[config.mk]
export PLATFORM = sky130hd
export DESIGN_NAME = mux_cfg_sequencer
export DESIGN_NICKNAME = d
export VERILOG_FILES = /design/src/rtl/mux_cfg_sequencer.sv
export SDC_FILE = /design/constraint.sdc
export NUM_CORES = 1
export LEC_CHECK = 0
export ABC_AREA = 1
export CORE_ASPECT_RATIO = 0.9
export CORE_MARGIN = 3
export CORE_UTILIZATION = 60
export CTS_BUF_LIST = sky130_fd_sc_hd__clkbuf_8
export DETAILED_ROUTE_END_ITERATION = 12
export PLACE_DENSITY = 0.86
export SLEW_MARGIN = 10
export SYNTH_ARGS = -nofsm -noshare
export SYNTH_HDL_FRONTEND = slang
export SYNTH_SLANG_ARGS = --single-unit
[constraint.sdc]
create_clock -name prog_clk -period 3.1 [get_ports prog_clk]
set_clock_uncertainty 0.15 [all_clocks]
set_input_delay 0.62 -clock prog_clk [delete_from_list [all_inputs] [get_ports prog_clk]]
set_output_delay 0.62 -clock prog_clk [all_outputs]
set_load 0.005 [all_outputs]
[src/rtl/mux_cfg_sequencer.sv]
// mux_cfg_sequencer
//   Serialises one select index per routing mux into a one-hot config
//   chain. A frame is NUM_MUX words. Each word is shifted out MSB first
//   over MUX_SIZE cycles with ccff_en high.
//
//   Optional feature: define MUX_CFG_RANGE_CHECK_EN to build the
//   out-of-range index check that drives the sticky err flag. When the
//   macro is undefined, err is tied to 0.
//
// Ports
//   prog_clk   clock, rising edge
//   pReset_n   synchronous active-low reset
//   start      one-cycle request to program a full frame
//   cfg_valid  cfg_idx is valid
//   cfg_idx    selected input index for the current mux
//   cfg_ready  word accepted this cycle when cfg_valid is also high
//   ccff_head  serial config bit into the chain
//   ccff_en    chain shift enable
//   busy       frame in progress
//   done       one-cycle end-of-frame pulse
//   err        sticky out-of-range flag
module mux_cfg_sequencer #(
  parameter int NUM_MUX  = 4,
  parameter int MUX_SIZE = 8,
  parameter int IDX_W    = 3
) (
  input  logic             prog_clk,
  input  logic             pReset_n,
  input  logic             start,
  input  logic             cfg_valid,
  input  logic [IDX_W-1:0] cfg_idx,
  output logic             cfg_ready,
  output logic             ccff_head,
  output logic             ccff_en,
  output logic             busy,
  output logic             done,
  output logic             err
);

  localparam int BCW = (MUX_SIZE > 1) ? $clog2(MUX_SIZE) : 1;
  localparam int MCW = (NUM_MUX  > 1) ? $clog2(NUM_MUX)  : 1;

  typedef enum logic [1:0] {IDLE, LOAD, SHIFT, DONE} state_t;

  state_t              state;
  logic [MUX_SIZE-1:0] sreg;
  logic [MUX_SIZE-1:0] sreg_nxt;
  logic [MUX_SIZE-1:0] onehot;
  logic [BCW-1:0]      bit_cnt;
  logic [MCW-1:0]      mux_cnt;

  // Indices with no matching input leave the word all-zero, which
  // disconnects the mux.
  always_comb begin
    onehot = '0;
    for (int i = 0; i < MUX_SIZE; i++)
      if (cfg_idx == IDX_W'(i)) onehot[i] = 1'b1;
  end

  // ccff_head is registered, so it is loaded with the bit that the
  // shift register will present next cycle.
  assign sreg_nxt = sreg << 1;

  always_ff @(posedge prog_clk) begin
    if (!pReset_n) begin
      state     <= IDLE;
      sreg      <= '0;
      bit_cnt   <= '0;
      mux_cnt   <= '0;
      cfg_ready <= 1'b0;
      ccff_head <= 1'b0;
      ccff_en   <= 1'b0;
      busy      <= 1'b0;
      done      <= 1'b0;
`ifdef MUX_CFG_RANGE_CHECK_EN
      err       <= 1'b0;
`endif
    end else begin
      case (state)
        IDLE: begin
          if (start) begin
            state     <= LOAD;
            mux_cnt   <= '0;
            cfg_ready <= 1'b1;
            busy      <= 1'b1;
`ifdef MUX_CFG_RANGE_CHECK_EN
            err       <= 1'b0;
`endif
          end
        end
        LOAD: begin
          if (cfg_valid) begin
            state     <= SHIFT;
            sreg      <= onehot;
            bit_cnt   <= '0;
            cfg_ready <= 1'b0;
            ccff_en   <= 1'b1;
            ccff_head <= onehot[MUX_SIZE-1];
`ifdef MUX_CFG_RANGE_CHECK_EN
            if (~|onehot) err <= 1'b1;
`endif
          end
        end
        SHIFT: begin
          sreg <= sreg_nxt;
          if (bit_cnt == BCW'(MUX_SIZE-1)) begin
            ccff_en   <= 1'b0;
            ccff_head <= 1'b0;
            if (mux_cnt == MCW'(NUM_MUX-1)) begin
              state <= DONE;
              done  <= 1'b1;
            end else begin
              state     <= LOAD;
              mux_cnt   <= mux_cnt + 1'b1;
              cfg_ready <= 1'b1;
            end
          end else begin
            bit_cnt   <= bit_cnt + 1'b1;
            ccff_head <= sreg_nxt[MUX_SIZE-1];
          end
        end
        DONE: begin
          state <= IDLE;
          done  <= 1'b0;
          busy  <= 1'b0;
        end
        default: state <= IDLE;
      endcase
    end
  end

`ifndef MUX_CFG_RANGE_CHECK_EN
  assign err = 1'b0;
`endif

endmodule
==> results_dict.tcl <==
set metrics [dict create \
    status "completed" \
    ys_top_cells_by_count "30 x nand2_1, 19 x dfxtp_1, 17 x inv_1" \
    hold_viol 0 \
    synth_top_cell_by_area "dfxtp_1" \
    synthXorXnorAreaFrac_pct 0 \
    finalCritPeriodShare_pct 60.3 \
    finalMaxSlewViolations 0 \
    ys_ff_latch 19 \
    globalplace.congestion 0.843 \
    cts_buffer_depth 2 \
    synth_compound_area_share_pct 15.2 \
    die_w_um 48.8 \
    cp-start-kind "flop" \
    synthMuxAreaShare_pct 0 \
    syn_to_final_growth_pct 16.2 \
    place_area_um2 1100 \
    r2r_setup_slack_ns 1.39 \
    power_switching_w 0.000199 \
    worst_hold_slack_ns 0.322 \
    clk-insertion-delay-late_ns 0.26 \
    core_um2 1500 \
    worstSetupEndpointType "output port" \
    synthSimpleGateAreaFrac_pct 31.6 \
    busiest_layer "met2" \
    use_met2_pct 39.0 \
    fp.dieH_um 44.5 \
    synthTopCellsByArea "dfxtp_1 39%, nand2_1 11%, inv_1 6.5%, a21oi_1 6.1%, nor2_1 5.7%" \
    die_area_um2 2170 \
    finish.net_count 163 \
    stdcell_area_um2 1150 \
    synth_top_family_by_area "simple AND/OR/NAND/NOR gates" \
    netlist_area_um2 987 \
    min_from "mux_cnt[1]" \
    cts_sinks 19 \
    post-cts-setup-buffers 0 \
    wl_per_cell_um 12.0 \
    route.detailed.drc 0 \
    r2r_start "bit_cnt[0]" \
    synth_top_area_share_pct 38.5 \
    p_int_w 0.000418 \
    cts_htree_levels 1 \
    hp-class "flop to flop" \
    crit_family "buffers and inverters" \
    yosysWarnings 0 \
    ys_async_sr_fraction_pct 0 \
    num_antenna_cells 0 \
    min_to "mux_cnt[1]" \
    clkPwrFrac_pct 27.9 \
    globalRouteMet3Util_pct 6.73 \
    grt_pass1_wl_um 3670 \
    viasPerCell 5.28 \
    rsz0062_at_grt "no" \
    synthCells 140 \
    arrival_ns 1.10 \
    power_density_nw_per_um2 537 \
    drive_gt1_share_pct 13.2 \
    combPwrFrac_pct 25.8 \
    wirelength_um 2090 \
    cts_tree "done" \
    num_vias 919 \
    irDropWorstVdd_v 0.000470 \
    cp-startpoint "done" \
    io_buffers 11 \
    worstPathRequired_ns 2.33 \
    clk_pin_slew_ns 0.07 \
    synth_adder_area_share_pct 3.80 \
    first_iter_violations 36 \
    critPathSlowestCell "clkdlybuf4s50_1" \
    slowest_delay_ns 0.51 \
    synth_cell_types 23 \
    syn_nets 150 \
    worst-setup-path-type "flop to output port" \
    path_buf_inv 1 \
    io_pins 13 \
    switching_share_pct 32.2 \
    seqPwrFrac_pct 46.4 \
    cts-root-buf "clkbuf_8" \
    reg2reg_depth 8 \
    cap_violations 0 \
    grt_max_degree 14 \
    grt_pass1_vias 837 \
    setup_viol 0 \
    globalRouteTotalUtil_pct 21.9 \
    fin_crit_ns 1.87 \
    synth.most_common_cell "nand2_1" \
    n_fill_cell 125 \
    cts.repair.resized 0 \
    ys_seq_area_share_pct 38.5 \
    rr_endpoint "bit_cnt[0]" \
    start_util_pct 66.0 \
    met1_usage_pct 26.0 \
    detail-route-antenna-nets 0 \
    cts_hold_buf 0 \
    path_max_fanout 2 \
    globalRouteOverflowTotal 0 \
    p_leak_nw 0.520 \
    rows 13 \
    synth_edf_count 0 \
    dpl.hpwl_um 1550 \
    synthFlopType "dfxtp_1" \
    firstDrtPassIters 4 \
    final_util_pct 76.7 \
    numCtsBuffers 3 \
    fin_setup_tns_ns 0 \
    worstPathCellList "clkdlybuf4s50_1" \
    fmax_mhz 535 \
    min_path_cells 2 \
    antenna_found_initial 0 \
    syn_area_per_cell_um2 7.05 \
]
==> power groups by stage <==
| stage | logic (W) | clock network, W | registers [W] |
|---|---|---|---|
| after CTS | 0.000159 | 0.000173 | 0.000286 |
| final | 0.000159 | 0.000172 | 0.000286 |
| after global routing | 0.000180 | 0.000182 | 0.000289 |
| after detailed placement | 0.000157 | 0 | 0.000291 |
| after floorplan | 0.000113 | 0 | 0.000289 |
| after global placement | 0.000152 | 0 | 0.000291 |
==> sequential cells by signal, summed over array words and instances (netlist names), 2 cells and up <==
register	flops
mux_cnt	2
sreg	7
state	2
bit_cnt	3
==> per-stage QoR <==
step	power, W	worst slack (ns)	instances
6_report	0.000617	1.23	174
5_1_grt	0.000651	1.18	174
4_1_cts	0.000617	1.22	174
3_5_place_dp	0.000448	1.12	170
3_3_place_gp	0.000443	1.14	170
2_1_floorplan	0.000402	1.62	140
==> final cells by class <==
cell class / count / area [um2] / share of cell area, %
tap: 22 / 27.5 / 2.40
clock buffer: 3 / 41.3 / 3.60
sequential: 19 / 380 / 33.2
clock inverter: 1 / 3.75 / 0.327
timing repair buffer: 11 / 110 / 9.60
multi-input combinational: 97 / 503 / 43.8
inverter: 21 / 81.3 / 7.09
==> per-layer routing <==
metal / up-vias / share of wire [%]
met4: 0 / 0.91
met3: 5 / 5.4
met5: - / 0
met1: 424 / 46
li1: 468 / -
met2: 22 / 48
==> cell families (layout without fill, tap and decap cells) <==
group | count (synthesis) | after routing
and+or+nand+nor | 65 | 65
other | 1 | 1
DFF | 19 | 19
AOI/OAI and AO/OA | 28 | 28
buffers and inverters | 24 | 36
adders and majority gates | 3 | 3
==> layout by cell type, fill, tap and decap left out, types with 3 or more instances in the layout <==
master / instances
inv_2: 3
a21oi_1: 12
inv_1: 18
clkdlybuf4s50_1: 11
nand2_4: 3
nand2_2: 5
o21ai_1: 5
nor2_1: 15
dfxtp_1: 19
nand4_1: 3
clkbuf_8: 3
ha_1: 3
nand3_1: 5
nand2_1: 30
o21ai_0: 8
==> worst max-delay path by stage <==
stage,slack (ns),cells after the start,to
2_1_floorplan,1.62,8,bit_cnt[1]
3_5_place_dp,1.12,3,state[0]
6_report,1.23,1,done
4_1_cts,1.22,1,busy
5_1_grt,1.18,1,ccff_head
3_3_place_gp,1.14,3,state[0]
No activity file was read; power rests on OpenSTA's default activity.
==> edit 1, RTL diff (same flow settings) <==
Build with the macro `MUX_CFG_RANGE_CHECK_EN` defined.
--- a/src/rtl/mux_cfg_sequencer.sv
+++ b/src/rtl/mux_cfg_sequencer.sv
@@ -19,6 +19,8 @@
 //   busy       frame in progress
 //   done       one-cycle end-of-frame pulse
 //   err        sticky out-of-range flag
+`define MUX_CFG_RANGE_CHECK_EN
+
 module mux_cfg_sequencer #(
   parameter int NUM_MUX  = 4,
   parameter int MUX_SIZE = 8,
Behaviour: no difference found for any inputs over 10 cycles, from zero or initial values and one cycle with pReset_n low; that may be too few to reach the edited logic, so the function may still have changed.
==> edit 1 against the original RTL <==
  * Count of clock-buffer cells in the layout up 1
  * Final area up 0.44%
  * Power up 17%
  * Synthesized area down 1.5%
  * Core utilization up 1.2 points
  * First-iteration DRC count down 42%
  * Combinational power up 21%
  * Synthesized cell count down 2.1%
  * Worst setup slack worse by 13 ps
  * Hold slack worse by 29 ps
  * Sequential cell count up 1
  * Routed wire length down 9.7%
  * Highest routed layer is now met3
==> edit 1: results (changes against the original RTL) <==
[status]
status = finished clean  ; unchanged

[hold_path]
hold_path.startpoint = err$_SDFFE_PN0P_  ; was mux_cnt[1]$_SDFFE_PN0P_

[yosys]
ys_seq_area_share_pct = 41.2  ; was 38.5%
netlist_top_cells_count = nor2_1, nand2_1, dfxtp_1, inv_1, o21ai_0  ; was nand2_1, dfxtp_1, inv_1, nor2_1, a21oi_1
synth.net_count = 147  ; was 150
synth.avg_cell_area_sq_um = 7.10  ; was 7.05 sq um

[detailed_routing]
vias = 909  ; was 919
totalWireLength_um = 1890  ; was 2090 um
wl_met3_um = 95  ; was 113 um
drt-pass1-iter-count = 5  ; was 4
drtIter0Drc = 21  ; was 36
wl_met2_um = 869  ; was 1000 um

[power_and_ir_drop]
swShare_pct = 31.7  ; was 32.2%
cellLeakagePower_uw = 0.000518  ; was 0.000520 uW

[timing]
finalHoldWorstSlack_ps = 293  ; was 322 ps

[global_routing]
grtUsageMet1_pct = 26.3  ; was 26.0%
grt_pass1_wl_um = 3480  ; was 3670 um
grt_util_met3_pct = 5.05  ; was 6.73%
grt_max_degree = 16  ; was 14

[placed_design]
dp_hpwl_um = 1400  ; was 1550 um
numPortBuffers = 12  ; was 11

[layout]
final_layout_size_suffix_gt1_share_pct = 7.33  ; was 13.2%
fin_util_pct = 77.9  ; was 76.7%
finalNonFillerCells = 172  ; was 174
nNetsFinal = 161  ; was 163

[critical_path]
cp-startpoint = busy$_SDFFE_PN0P_  ; was done$_SDFFE_PN0P_
reg2reg_to = bit_cnt[1]$_SDFFE_PN0P_  ; was bit_cnt[0]$_SDFFE_PN0P_
endpoint = busy  ; was done

## edit 1: changes by cell type after synthesis, moves of 2 or more
cell,delta
a21oi_1,-4
a21oi_2,-2
inv_1,-3
nand2_1,-6
nand2_2,-5
nand3_2,-2
nor2_1,+12
nor3_1,+2
o21ai_0,+5
o21ai_1,+3
## edit 1: layout make-up
| class | count | share of cell area (%) |
|---|---|---|
| Multi-Input combinational cell | 98 | 42.5 |
| Sequential cell | 20 | 34.7 |
| Timing Repair Buffer | 12 | 10.4 |
| Inverter | 16 | 5.21 |
| Clock buffer | 4 | 4.78 |
| Tap cell | 22 | 2.39 |
## edit 1: kinds of logic (layout without fill, tap and decap cells)
logic type                 Yosys count  count (layout)  synth area share (%)
buffers and inverters               19              32                  8.49
DFF                                 20              20                  41.2
AOI/OAI and AO/OA                   30              30                  15.7
adders and majority gates            3               3                  3.86
and+or+nand+nor                     65              65                  30.8
==> edit 2, RTL diff (config.mk and constraints unchanged) <==
Made on the original files. Encoding of `state_t`: now Gray code (2 bits for 4 states).
--- a/src/rtl/mux_cfg_sequencer.sv
+++ b/src/rtl/mux_cfg_sequencer.sv
@@ -40,7 +40,7 @@
   localparam int BCW = (MUX_SIZE > 1) ? $clog2(MUX_SIZE) : 1;
   localparam int MCW = (NUM_MUX  > 1) ? $clog2(NUM_MUX)  : 1;
 
-  typedef enum logic [1:0] {IDLE, LOAD, SHIFT, DONE} state_t;
+  typedef enum logic [1:0] {IDLE = 2'b00, LOAD = 2'b01, SHIFT = 2'b11, DONE = 2'b10} state_t;
 
   state_t              state;
   logic [MUX_SIZE-1:0] sreg;
Function: same outputs for any inputs over 10 cycles, from zero or initial values and one cycle with pReset_n low; not proved beyond that.
==> edit 2 against the original RTL <==
  * Routed wire length fell by 11%
  * Worst setup slack better by 12 ps
  * Synthesized area fell by 6.7%
  * Sequential share of layout area is 2.5 points higher
  * Final area down 7.1%
  * Sequential cell count unchanged
  * Global-route usage shrank 1.8 points
  * Power decreased by 8.6%
  * Largest cell class unchanged
==> edit 2: results (changes against the original RTL) <==
[critical_path]
reg2reg_to = state[0]$_SDFFE_PN0P_  ; was bit_cnt[0]$_SDFFE_PN0P_
crit_slowest_cell = clkdlybuf4s50_1  ; unchanged
rrSetupSlack_ps = 1490  ; was 1390 ps
rr_worst_depth = 7  ; was 8

[hold_path]
hold_path.startpoint = done$_SDFFE_PN0P_  ; was mux_cnt[1]$_SDFFE_PN0P_
holdPathStages = 2  ; unchanged

[layout]
final_layout_size_suffix_gt1_share_pct = 11.3  ; was 13.2%
n_fill_cell = 94  ; was 125
finalNonFillerCells = 147  ; was 174

[global_routing]
grt_max_degree = 17  ; was 14
grt_usage_pct = 20.0  ; was 21.9%
grt_pass1_vias = 705  ; was 837
grt_pass1_wl_um = 2930  ; was 3670 um

[detailed_routing]
wl_met1_um = 865  ; was 956 um
drtIter0Drc = 20  ; was 36
wl_met3_um = 117  ; was 113 um
wl_met2_um = 866  ; was 1000 um
routedWlPerCell_um = 12.7  ; was 12.0 um
viasPerCell = 5.47  ; was 5.28

[yosys]
post_synth_num_cell_types = 28  ; was 23
netlist_top_cells_count = dfxtp_1, a21oi_1, nor2_1, nand2_1  ; was nand2_1, dfxtp_1, inv_1, nor2_1, a21oi_1
synth_area_leaders = dfxtp_1, a21oi_1, nor2_1  ; was dfxtp_1, nand2_1, inv_1
synthCells = 122  ; was 140
ys_seq_area_share_pct = 41.3  ; was 38.5%
synth.net_count = 132  ; was 150

[placed_design]
dp_cells = 143  ; was 170
dpl_cell_area_sq_um = 1020  ; was 1100 sq um
gp_congestion = 0.841  ; was 0.843
dp_hpwl_um = 1320  ; was 1550 um
dp_slack_ps = 1060  ; was 1120 ps

[power_and_ir_drop]
cellLeakagePower_uw = 0.000470  ; was 0.000520 uW
peakVddDrop_mv = 0.509  ; was 0.470 mV

[clock_network]
cts-resized-gates = 0  ; unchanged

[status]
status = finished clean  ; unchanged

[timing]
finalHoldWorstSlack_ps = 316  ; was 322 ps

-- edit 2: cell count changes after synthesis, sizes merged, moves of 2 or more --
cell,change
inv,-9
a31oi,+2
nand3,-3
o21ai,+4
nand2,-22
nor2,+3
a21oi,+4
-- edit 2: per-layer routing --
metal	vias to the layer above	global-route usage, %
met4	0	4.97
met3	4	6.36
met2	23	30.7
met5	-	0
li1	426	-
met1	351	26.6
-- edit 2: cells by family (layout without fill, tap and decap cells) --
family	after synthesis	in the layout	share of synthesized area (%)
fa+ha+maj	3	3	4.08
flops	19	19	41.3
simple gates	43	43	23.5
other cells	1	1	0.407
buf+inv	17	28	8.29
compound gates	39	39	22.4
-- edit 2: area by class of cell --
cell class                 count  area, sq um  share of cell area (%)
multi-input combinational     86          464                    43.5
sequential                    19          380                    35.7
timing repair buffer          11          110                    10.3
inverter                      13         48.8                    4.58
clock buffer                   3         41.3                    3.87
tap                           14         17.5                    1.64
clock inverter                 1         3.75                   0.352
-- edit 2: worst max path at each step --
| stage | from | end | slack (ps) |
|---|---|---|---|
| final | ccff_head$_SDFFE_PN0P_ | ccff_head | 1240 |
| after global routing | busy$_SDFFE_PN0P_ | busy | 1190 |
| after CTS | ccff_head$_SDFFE_PN0P_ | ccff_head | 1230 |
| after detailed placement | pReset_n | busy$_SDFFE_PN0P_ | 1060 |
| after global placement | pReset_n | busy$_SDFFE_PN0P_ | 1130 |
| after floorplan | bit_cnt[0]$_SDFFE_PN0P_ | state[0]$_SDFFE_PN0P_ | 1640 |
-- edit 2: power by group --
group / total [uW] / switching [uW] / internal (uW)
combinational: 110 / 62.2 / 48.0
sequential: 287 / 17.7 / 269
clock: 167 / 78.5 / 88.1
total: 564 / 158 / 405
